$ cat config.mk
export PLATFORM = sky130hd
export DESIGN_NAME = countdown_timer_bcd_flat
export DESIGN_NICKNAME = d
export VERILOG_FILES = /design/src/rtl/timer_pkg.sv /design/src/rtl/countdown_timer_bcd_if.sv /design/src/rtl/bcd_digit_down.sv /design/src/rtl/countdown_timer_bcd.sv /design/src/flat_wrapper.sv
export SDC_FILE = /design/constraint.sdc
export NUM_CORES = 1
export LEC_CHECK = 0
export BUFFER_PORTS_ARGS = -buffer_cell sky130_fd_sc_hd__buf_2
export CAP_MARGIN = 10
export CORE_UTILIZATION = 40
export DETAILED_ROUTE_END_ITERATION = 8
export GPL_TIMING_DRIVEN = 1
export PLACE_DENSITY = 0.56
export SYNTH_ARGS = -nofsm -noshare
export SYNTH_HDL_FRONTEND = slang
export SYNTH_SLANG_ARGS = --single-unit
$ cat constraint.sdc
create_clock -name clk -period 4.55 [get_ports clk]
set_input_delay 0.455 -clock clk [delete_from_list [all_inputs] [get_ports clk]]
set_output_delay 0.455 -clock clk [all_outputs]
set_load 0.05 [all_outputs]
$ cat src/rtl/timer_pkg.sv
// rtl/timer_pkg.sv - shared types and BCD helpers for the countdown timer
package timer_pkg;

   typedef enum logic [1:0] {
      ST_IDLE    = 2'd0,
      ST_RUN     = 2'd1,
      ST_PAUSE   = 2'd2,
      ST_EXPIRED = 2'd3
   } timer_state_t;

   localparam int         BCD_W   = 4;
   localparam logic [3:0] BCD_MAX = 4'd9;

   // Clamp an out-of-range nibble to the largest legal BCD digit.
   function automatic logic [BCD_W-1:0] bcd_sanitise(input logic [BCD_W-1:0] nib);
      return (nib > BCD_MAX) ? BCD_MAX : nib;
   endfunction

endpackage

$ cat src/rtl/countdown_timer_bcd_if.sv
// rtl/countdown_timer_bcd_if.sv - control and status bundle of the countdown timer
interface countdown_timer_bcd_if #(
   parameter int NUM_DIGITS = 3
);
   import timer_pkg::*;

   logic                          reconfig;
   logic                          start;
   logic                          pause;
   logic [BCD_W*NUM_DIGITS-1:0]   number;
   logic                          running;
   logic                          warn;
   logic                          expired;
   logic                          timeout;

   modport master (
      output reconfig, start, pause,
      input  number, running, warn, expired, timeout
   );

   modport slave (
      input  reconfig, start, pause,
      output number, running, warn, expired, timeout
   );

endinterface

$ cat src/rtl/bcd_digit_down.sv
// rtl/bcd_digit_down.sv - one BCD digit of a down-counting borrow chain
module bcd_digit_down
   import timer_pkg::*;
(
   input  logic             clk,
   input  logic             rst,
   input  logic             load,
   input  logic [BCD_W-1:0] load_value,
   input  logic             borrow_in,
   output logic [BCD_W-1:0] digit,
   output logic             borrow_out,
   output logic             is_zero
);

   assign is_zero    = (digit == '0);
   assign borrow_out = borrow_in && is_zero;

   // Load wins over a decrement; a borrow into a zero digit wraps it to 9.
   always_ff @(posedge clk) begin
      if (rst) begin
         digit <= '0;
      end else if (load) begin
         digit <= load_value;
      end else if (borrow_in) begin
         digit <= is_zero ? BCD_MAX : digit - 4'd1;
      end
   end

endmodule

$ cat src/rtl/countdown_timer_bcd.sv
// rtl/countdown_timer_bcd.sv - multi-digit BCD countdown timer with prescaler and timeout pulse
module countdown_timer_bcd
   import timer_pkg::*;
#(
   parameter int                          NUM_DIGITS   = 3,
   parameter logic [BCD_W*NUM_DIGITS-1:0] RELOAD_VALUE = 12'h120,
   parameter int                          PRESCALE     = 50_000_000,
   parameter logic [BCD_W*NUM_DIGITS-1:0] WARN_VALUE   = 12'h010
) (
   input  logic                 clk,
   input  logic                 rst,
   countdown_timer_bcd_if.slave bus
);

   localparam int            NW         = BCD_W * NUM_DIGITS;
   localparam int            PW         = (PRESCALE > 2) ? $clog2(PRESCALE) : 1;
   localparam logic [PW-1:0] PRESC_LAST = PW'(PRESCALE - 1);

   timer_state_t          state;
   timer_state_t          next_state;
   logic [PW-1:0]         presc;
   logic [NW-1:0]         number;
   logic [NUM_DIGITS:0]   borrow;
   logic [NUM_DIGITS-1:0] is_zero;
   logic [NUM_DIGITS-1:0] zero_mask;
   logic                  tick;
   logic                  all_zero;
   logic                  last_count;
   logic                  timeout_q;

   // A tick only counts when nothing of higher priority is asserted.
   assign tick       = (state == ST_RUN) && !bus.reconfig && !bus.pause && (presc == PRESC_LAST);
   assign borrow[0]  = tick;
   assign all_zero   = &is_zero;
   // Number is exactly 1: digit 0 is 1 and every digit above it is zero.
   assign zero_mask  = is_zero | NUM_DIGITS'(1);
   assign last_count = (number[BCD_W-1:0] == 4'd1) && (&zero_mask);

   for (genvar i = 0; i < NUM_DIGITS; i++) begin : g_digit
      localparam logic [BCD_W-1:0] LOAD_NIB = bcd_sanitise(RELOAD_VALUE[i*BCD_W +: BCD_W]);

      bcd_digit_down u_digit (
         .clk        (clk),
         .rst        (rst),
         .load       (bus.reconfig),
         .load_value (LOAD_NIB),
         .borrow_in  (borrow[i]),
         .digit      (number[i*BCD_W +: BCD_W]),
         .borrow_out (borrow[i+1]),
         .is_zero    (is_zero[i])
      );
   end

   // State register.
   always_ff @(posedge clk) begin
      if (rst) begin
         state <= ST_IDLE;
      end else begin
         state <= next_state;
      end
   end

   // Next-state logic: reconfig first, then pause over start, then the expiry tick.
   always_comb begin
      next_state = state;
      if (bus.reconfig) begin
         next_state = ST_IDLE;
      end else begin
         case (state)
            ST_IDLE:    if (!bus.pause && bus.start && !all_zero) next_state = ST_RUN;
            ST_RUN:     if (bus.pause) next_state = ST_PAUSE;
                        else if (tick && last_count) next_state = ST_EXPIRED;
            ST_PAUSE:   if (bus.start && !bus.pause) next_state = ST_RUN;
            ST_EXPIRED: next_state = ST_EXPIRED;
            default:    next_state = ST_IDLE;
         endcase
      end
   end

   // Prescaler: restarts on a fresh run, holds through pause so partial periods survive.
   always_ff @(posedge clk) begin
      if (rst || bus.reconfig) begin
         presc <= '0;
      end else if (state == ST_IDLE && next_state == ST_RUN) begin
         presc <= '0;
      end else if (state == ST_RUN && !bus.pause) begin
         presc <= (presc == PRESC_LAST) ? '0 : presc + PW'(1);
      end
   end

   // Timeout pulses for the single cycle after the expiring tick.
   always_ff @(posedge clk) begin
      if (rst) begin
         timeout_q <= 1'b0;
      end else begin
         timeout_q <= (state == ST_RUN) && (next_state == ST_EXPIRED);
      end
   end

   // Status outputs decoded from the registered state and count.
   always_comb begin
      bus.number  = number;
      bus.running = (state == ST_RUN);
      bus.expired = (state == ST_EXPIRED);
      bus.warn    = (state == ST_RUN) && (number <= WARN_VALUE);
      bus.timeout = timeout_q;
   end

   // Expiry always precedes a borrow out of the top digit.
   always @(posedge clk) begin
      if (!rst) assert (!borrow[NUM_DIGITS]);
   end

endmodule

$ cat src/flat_wrapper.sv
// flat-port wrapper written by rule: the top's interface ports become plain ports
module countdown_timer_bcd_flat import timer_pkg::*;
#(
   parameter int                          NUM_DIGITS   = 3,
   parameter logic [BCD_W*NUM_DIGITS-1:0] RELOAD_VALUE = 12'h120,
   parameter int                          PRESCALE     = 50_000_000,
   parameter logic [BCD_W*NUM_DIGITS-1:0] WARN_VALUE   = 12'h010
)
  (clk, rst, bus_reconfig, bus_start, bus_pause, bus_number, bus_running, bus_warn, bus_expired, bus_timeout);
  countdown_timer_bcd_if #(.NUM_DIGITS(NUM_DIGITS)) bus_i ();
  input  logic clk;
  input  logic rst;
  input wire logic [$bits(bus_i.reconfig)-1:0] bus_reconfig;
  input wire logic [$bits(bus_i.start)-1:0] bus_start;
  input wire logic [$bits(bus_i.pause)-1:0] bus_pause;
  output wire logic [$bits(bus_i.number)-1:0] bus_number;
  output wire logic [$bits(bus_i.running)-1:0] bus_running;
  output wire logic [$bits(bus_i.warn)-1:0] bus_warn;
  output wire logic [$bits(bus_i.expired)-1:0] bus_expired;
  output wire logic [$bits(bus_i.timeout)-1:0] bus_timeout;
  assign bus_i.reconfig = bus_reconfig;
  assign bus_i.start = bus_start;
  assign bus_i.pause = bus_pause;
  assign bus_number = bus_i.number;
  assign bus_running = bus_i.running;
  assign bus_warn = bus_i.warn;
  assign bus_expired = bus_i.expired;
  assign bus_timeout = bus_i.timeout;
  countdown_timer_bcd #(.NUM_DIGITS(NUM_DIGITS), .RELOAD_VALUE(RELOAD_VALUE), .PRESCALE(PRESCALE), .WARN_VALUE(WARN_VALUE)) u_core (.clk(clk), .rst(rst), .bus(bus_i));
endmodule
* Yosys cells after proc, flatten, opt, wreduce, memory -nomap -nowiden
Cells that the tools add are included.
** Operators by class
- Equal/unequal tests :: 7
- Add/sub/neg operators :: 4
- Order comparisons :: 1
- Reduce and logical (&&, ||, !) cells :: 27
- Multiplexer cells :: 14
** Operator list (number)
- adder 26 x 1 -> 26 bit, second input constant :: 1
- equality test 26 bit, second input constant :: 1
- two-way mux 26 bit :: 1
- two-way mux 2 bit :: 7
- logical AND 1 bit :: 13
- less-or-equal comparator 12 x 5 -> 1 bit, second input constant :: 1
- logical NOT 4 bit :: 3
- two-way mux 4 bit :: 3
- subtractor 4 x 1 -> 4 bit, second input constant :: 3
- case mux 2 bit (4 select lines) :: 1
- equality test 2 bit, second input constant :: 3
- equality test 2 x 1 -> 1 bit, second input constant :: 2
- equality test 4 x 1 -> 1 bit, second input constant :: 1
- nonzero test 2 bit :: 2
- OR reduction 2 bit :: 2
- logical NOT 1 bit :: 3
- AND reduction 3 bit :: 1
- logical NOT 2 bit :: 1
- two-way mux 1 bit :: 2
- AND reduction 2 bit :: 1
- logical OR 1 bit :: 1
** Storage, ports and cells
- Bits of input ports :: 5
- Output and inout bits :: 16
- Register bits after elaboration :: 41

* Longest topological paths before layout
- Depth in word-level cells :: 12
- Depth in mapped cells :: 7
- Mapped depth without buffers :: 6

* By module
A second synthesis with hierarchy kept.
** Unflattened totals
- Cells, all modules :: 270
- Area, all modules :: 2275.9 um^2
** By module, submodules not included
- countdown_timer_bcd :: area an instance 1574.0 um^2, sequential area each 580.6 um^2, times used 1, cells an instance 192
- bcd_digit_down :: area an instance 234.0 um^2, sequential area each 80.1 um^2, times used 3, cells an instance 26

* Worst setup path after synthesis
Ideal clock, no wire load.
- Path type :: register -> output
- Start point :: register u_core.g_digit[2].u_digit.digit[3]
- End point :: output bus_warn
- Data required time :: 4.095 ns
- Slack :: 0.316 ns
- Arrival time :: 3.779 ns
- Cell stages (with the launch flop) :: 4
- Cell sequence :: dfxtp_1 > or4_1 > or2_2 > a2111oi_0
** On the way
- Longest elaborated chain between the ends :: 2
** Ends and longest elaborated chain
- start: declaration :: line bcd_digit_down.sv:10 : output logic [BCD_W-1:0] digit,
- start signal: assignment :: line bcd_digit_down.sv:23 : digit <= load_value;
- start signal: assignment :: line bcd_digit_down.sv:25 : digit <= is_zero ? BCD_MAX : digit - 4'd1;
- less-or-equal comparator 12 x 5 -> 1 bit :: line countdown_timer_bcd.sv:105 : bus.warn = (state == ST_RUN) && (number <= WARN_VALUE);
- logical AND 1 bit :: line countdown_timer_bcd.sv:105
- end: declaration :: line flat_wrapper.sv:18 : output wire logic [$bits(bus_i.warn)-1:0] bus_warn;
No other way between the ends.

* Final worst setup path
- Start point :: register u_core.presc[7]
- End point :: register u_core.presc[3]
** On the way
- Longest elaborated chain between the ends :: 10
- Elaborated cells on any way between the ends :: 11
- Classes of those cells :: 2 x eq/ne; 5 x mux; 4 x reduce/logical
** Ends and longest elaborated chain
- start: declaration :: line countdown_timer_bcd.sv:21 : logic [PW-1:0] presc;
- start signal: assignment :: line countdown_timer_bcd.sv:87 : presc <= (presc == PRESC_LAST) ? '0 : presc + PW'(1);
- equality test 26 bit (*) :: line countdown_timer_bcd.sv:32, countdown_timer_bcd.sv:87
- logical AND 1 bit :: line countdown_timer_bcd.sv:32 : assign tick = (state == ST_RUN) && !bus.reconfig && !bus.pause && (presc == PRESC_LAST);
- logical AND 1 bit :: line countdown_timer_bcd.sv:72 : else if (tick && last_count) next_state = ST_EXPIRED;
- two-way mux 2 bit :: line countdown_timer_bcd.sv:72
- two-way mux 2 bit :: line countdown_timer_bcd.sv:71 : ST_RUN: if (bus.pause) next_state = ST_PAUSE;
- case mux 2 bit (4 select lines) :: line countdown_timer_bcd.sv:69 : case (state)
- two-way mux 2 bit :: line countdown_timer_bcd.sv:66 : if (bus.reconfig) begin
- equality test 2 x 1 -> 1 bit :: line countdown_timer_bcd.sv:84 : end else if (state == ST_IDLE && next_state == ST_RUN) begin
- logical AND 1 bit :: line countdown_timer_bcd.sv:84
- OR reduction 2 bit (no source line)
Every way passes the cells marked *; elsewhere a longest branch is shown, timed or not.
A chain may end at the register's enable or synchronous reset.

==> out/qor.txt <==
outcome: finished clean
# rows: 25
hold path depth: 2
Worst setup SP type: flip-flop
share of layout cells above drive strength 1: 15.0%
switching part of the total: 24.5%
post-DR vias/cell: 5.27
Clock Path Buffers: 2
DR iter-0 viols: 79
Max Cap Viol: 0
Pwr Density: 279 nW/µm²
largest net degree at the start of global routing: 24
initial antenna violation count: 0
# nets final: 265
synthesized area: 2000 µm²
worst reg2reg path startpoint: u_core.presc[7]
top area cells in the synthesized netlist: dfxtp_1, xor2_1, nor2_1, nand4_1, nand3_1
Flop pwr share: 57.7%
WL per Instance: 13.2 µm
Synth-to-Final Area Change: 12.7%
post-synth top area cell: dfxtp_1
Seq/Total Area, Yosys: 41.1%
post-CTS sizing: 0
Synth Flop Type: dfxtp_1
fill count: 491
setup bufs post-CTS: 0
io pins: 21
P_sw: 0.000154 W
largest family of logic cells by synthesized area: simple AND/OR/NAND/NOR gates
residual DRC count: 0
worst skew pair latency: 300 ps
vias in the first global route: 1479
number of diodes: 0
Worst slew margin: 41.7%
first-pass GRT wire length: 7200 µm
Final Hold Viols: 0
Synth Area in Compound Gates: 8.97%
Hold Startpoint: rst
design area: 2250 µm²
peak supply drop: 0.113 mV
Worst EP required: 4710 ps
hold buffers post-CTS: 0
Slew @ Worst Pin: 874 ps
Die H: 72.6 µm
Sink Count: 41
Core Box Area: 4750 µm²
DIE AREA: 5280 µm²
Post-Synth XOR/XNOR Area: 11.4%
crit path kind: reg -> reg
root buffer cell: clkbuf_8
Syn. warnings: 0
Worst-path clk slew: 80 ps
final setup vio count: 0
H-tree levels: 2
Worst Slack Setup Final: 1840 ps
min Tclk post-route: 2710 ps
CTS tree: done
Post-synth top cells: nor2_1, dfxtp_1, xor2_1, nand2_1, nand3_1
count leader, synth: nor2_1
post-synthesis mux area share: 0%
Placed Area: 2160 µm²
setup slack, reg-to-reg: 1840 ps
Comb power frac: 4.3%
reg-to-reg endpoint: u_core.presc[3]
CP arrival: 2870 ps
Setup TNS Final: 0 ps
CP max FO: 23
die width: 72.6 µm
total wire length: 4300 µm
via count: 1724
Mapped Cells: 237
post-synthesis register bit count: 41
Slew Limit Fails: 0
Final period util: 59.5%
GRT overflow: 0
GP Congestion: 0.761
Tot GR Track Use: 17.7%
Initial Util: 42.0%
Detail Route Antenna Nets: 0
1st-pass router iterations: 4
CP Capture Type: flip-flop
post-synth net total: 243
Clock power frac: 38.0%
hold endpoint: u_core.g_digit[2].u_digit.digit[0]
Synth top area share: 41.1%
maximum clock frequency: 369 MHz
Port Buffers: 20
post-synthesis adder-cell area fraction: 0.627%
Post-synth EDFFs: 0
Netlist cell types: 39
asr flop ratio synth: 0%
Syn Area/Cell: 8.42 µm²
pre-CTS setup slack: 1740 ps
R2R cell count: 5
Leak Pwr: 0.792 nW
simple-gate share of the synthesized area: 35.9%
CTS buffer count: 5
RSZ-0062 raised after global routing: false
skew final: 6.45 ps
P_int: 0.000473 W
HPWL Detailed: 3050 µm
hold crit path type: in -> reg
==> cell type report <==
type	instances	area, µm²	share of cell area (%)
well taps	67	83.8	3.73
inverters	4	15.0	0.667
clock inverters	3	17.5	0.779
flip-flops and latches	41	821	36.5
clock buffers	5	68.8	3.06
multi-input cells	186	1140	50.5
repair buffers	21	108	4.78
==> stage by stage <==
stage | hold WS [ps] | power [W] | utilization [%] | cells
floorplan | 462 | 0.000390 | - | 237
global placement | 493 | 0.000398 | 45.5 | 319
detailed placement | 489 | 0.000398 | 45.5 | 319
CTS | 339 | 0.000636 | 47.3 | 327
global route | 345 | 0.000652 | 47.3 | 327
finish | 349 | 0.000627 | 47.3 | 327
==> routing by layer <==
metal / track usage (%) / vias up / wire length [µm]
met5: 0 / - / 0
met2: 25.3 / 29 / 1770
li1: - / 894 / -
met4: 5.88 / 0 / 59
met1: 26.0 / 794 / 2310
met3: 4.28 / 7 / 164
==> worst max-delay path by stage <==
| stage | end | depth (start not counted) | from | slack, ps |
|---|---|---|---|---|
| floorplan | bus_warn | 3 | u_core.g_digit[2].u_digit.digit[3] | 320 |
| global placement | u_core.presc[22] | 6 | bus_pause | 1790 |
| detailed placement | u_core.presc[7] | 6 | bus_pause | 1740 |
| CTS | u_core.presc[21] | 5 | u_core.presc[7] | 1810 |
| global route | u_core.presc[19] | 5 | u_core.state[0] | 1600 |
| finish | u_core.presc[3] | 5 | u_core.presc[7] | 1840 |
==> logic make-up after synthesis <==
group | count (synthesis)
and+or+nand+nor | 130
DFF | 41
AOI/OAI and AO/OA | 29
xor gates and xnor gates | 26
buffers and inverters | 10
adders and majority gates | 1
==> flip-flops by register name, summed over array words and instances, names as in the netlist <==
register and flops:
u_core.state 2, u_core.bus.timeout 1, u_core.presc 26, u_core.g_digit.u_digit.digit 12
==> power by group through the flow <==
stage / Clock [W] / Combinational [W] / Sequential, W
finish: 0.000238 / 0.0000272 / 0.000362
global route: 0.000259 / 0.0000307 / 0.000362
CTS: 0.000247 / 0.0000275 / 0.000362
detailed placement: 0 / 0.0000274 / 0.000370
global placement: 0 / 0.0000276 / 0.000370
floorplan: 0 / 0.0000154 / 0.000374
==> layout by cell type (no fill, tap or decap), drive strengths merged <==
cell type,instances
xnor2,4
or4b,3
a211oi,1
o21ai,6
and3,3
or3b,1
nand3b,1
o31ai,4
or2,4
a2111oi,1
clkinvlp,1
nor4,7
clkbuf,5
nand4,13
inv,4
a311oi,1
nor3,5
nor2,43
nand2b,2
nand2,17
nor2b,3
buf,21
ha,1
xor2,22
or3,3
a31oi,1
clkinv,2
a21oi,12
o211ai,1
dfxtp,41
or4,7
or4bb,2
and4,1
and2,1
o221a,1
nand3,14
o41ai,1
==> critical path, cell delays in order (launching register included) <==
cell and delay, ps:
dfxtp_1 380, or4_4 570, nor4_4 480, nand2_2 300, nand2b_1 710, nor2_1 110
No activity file was read; power rests on OpenSTA's default activity.
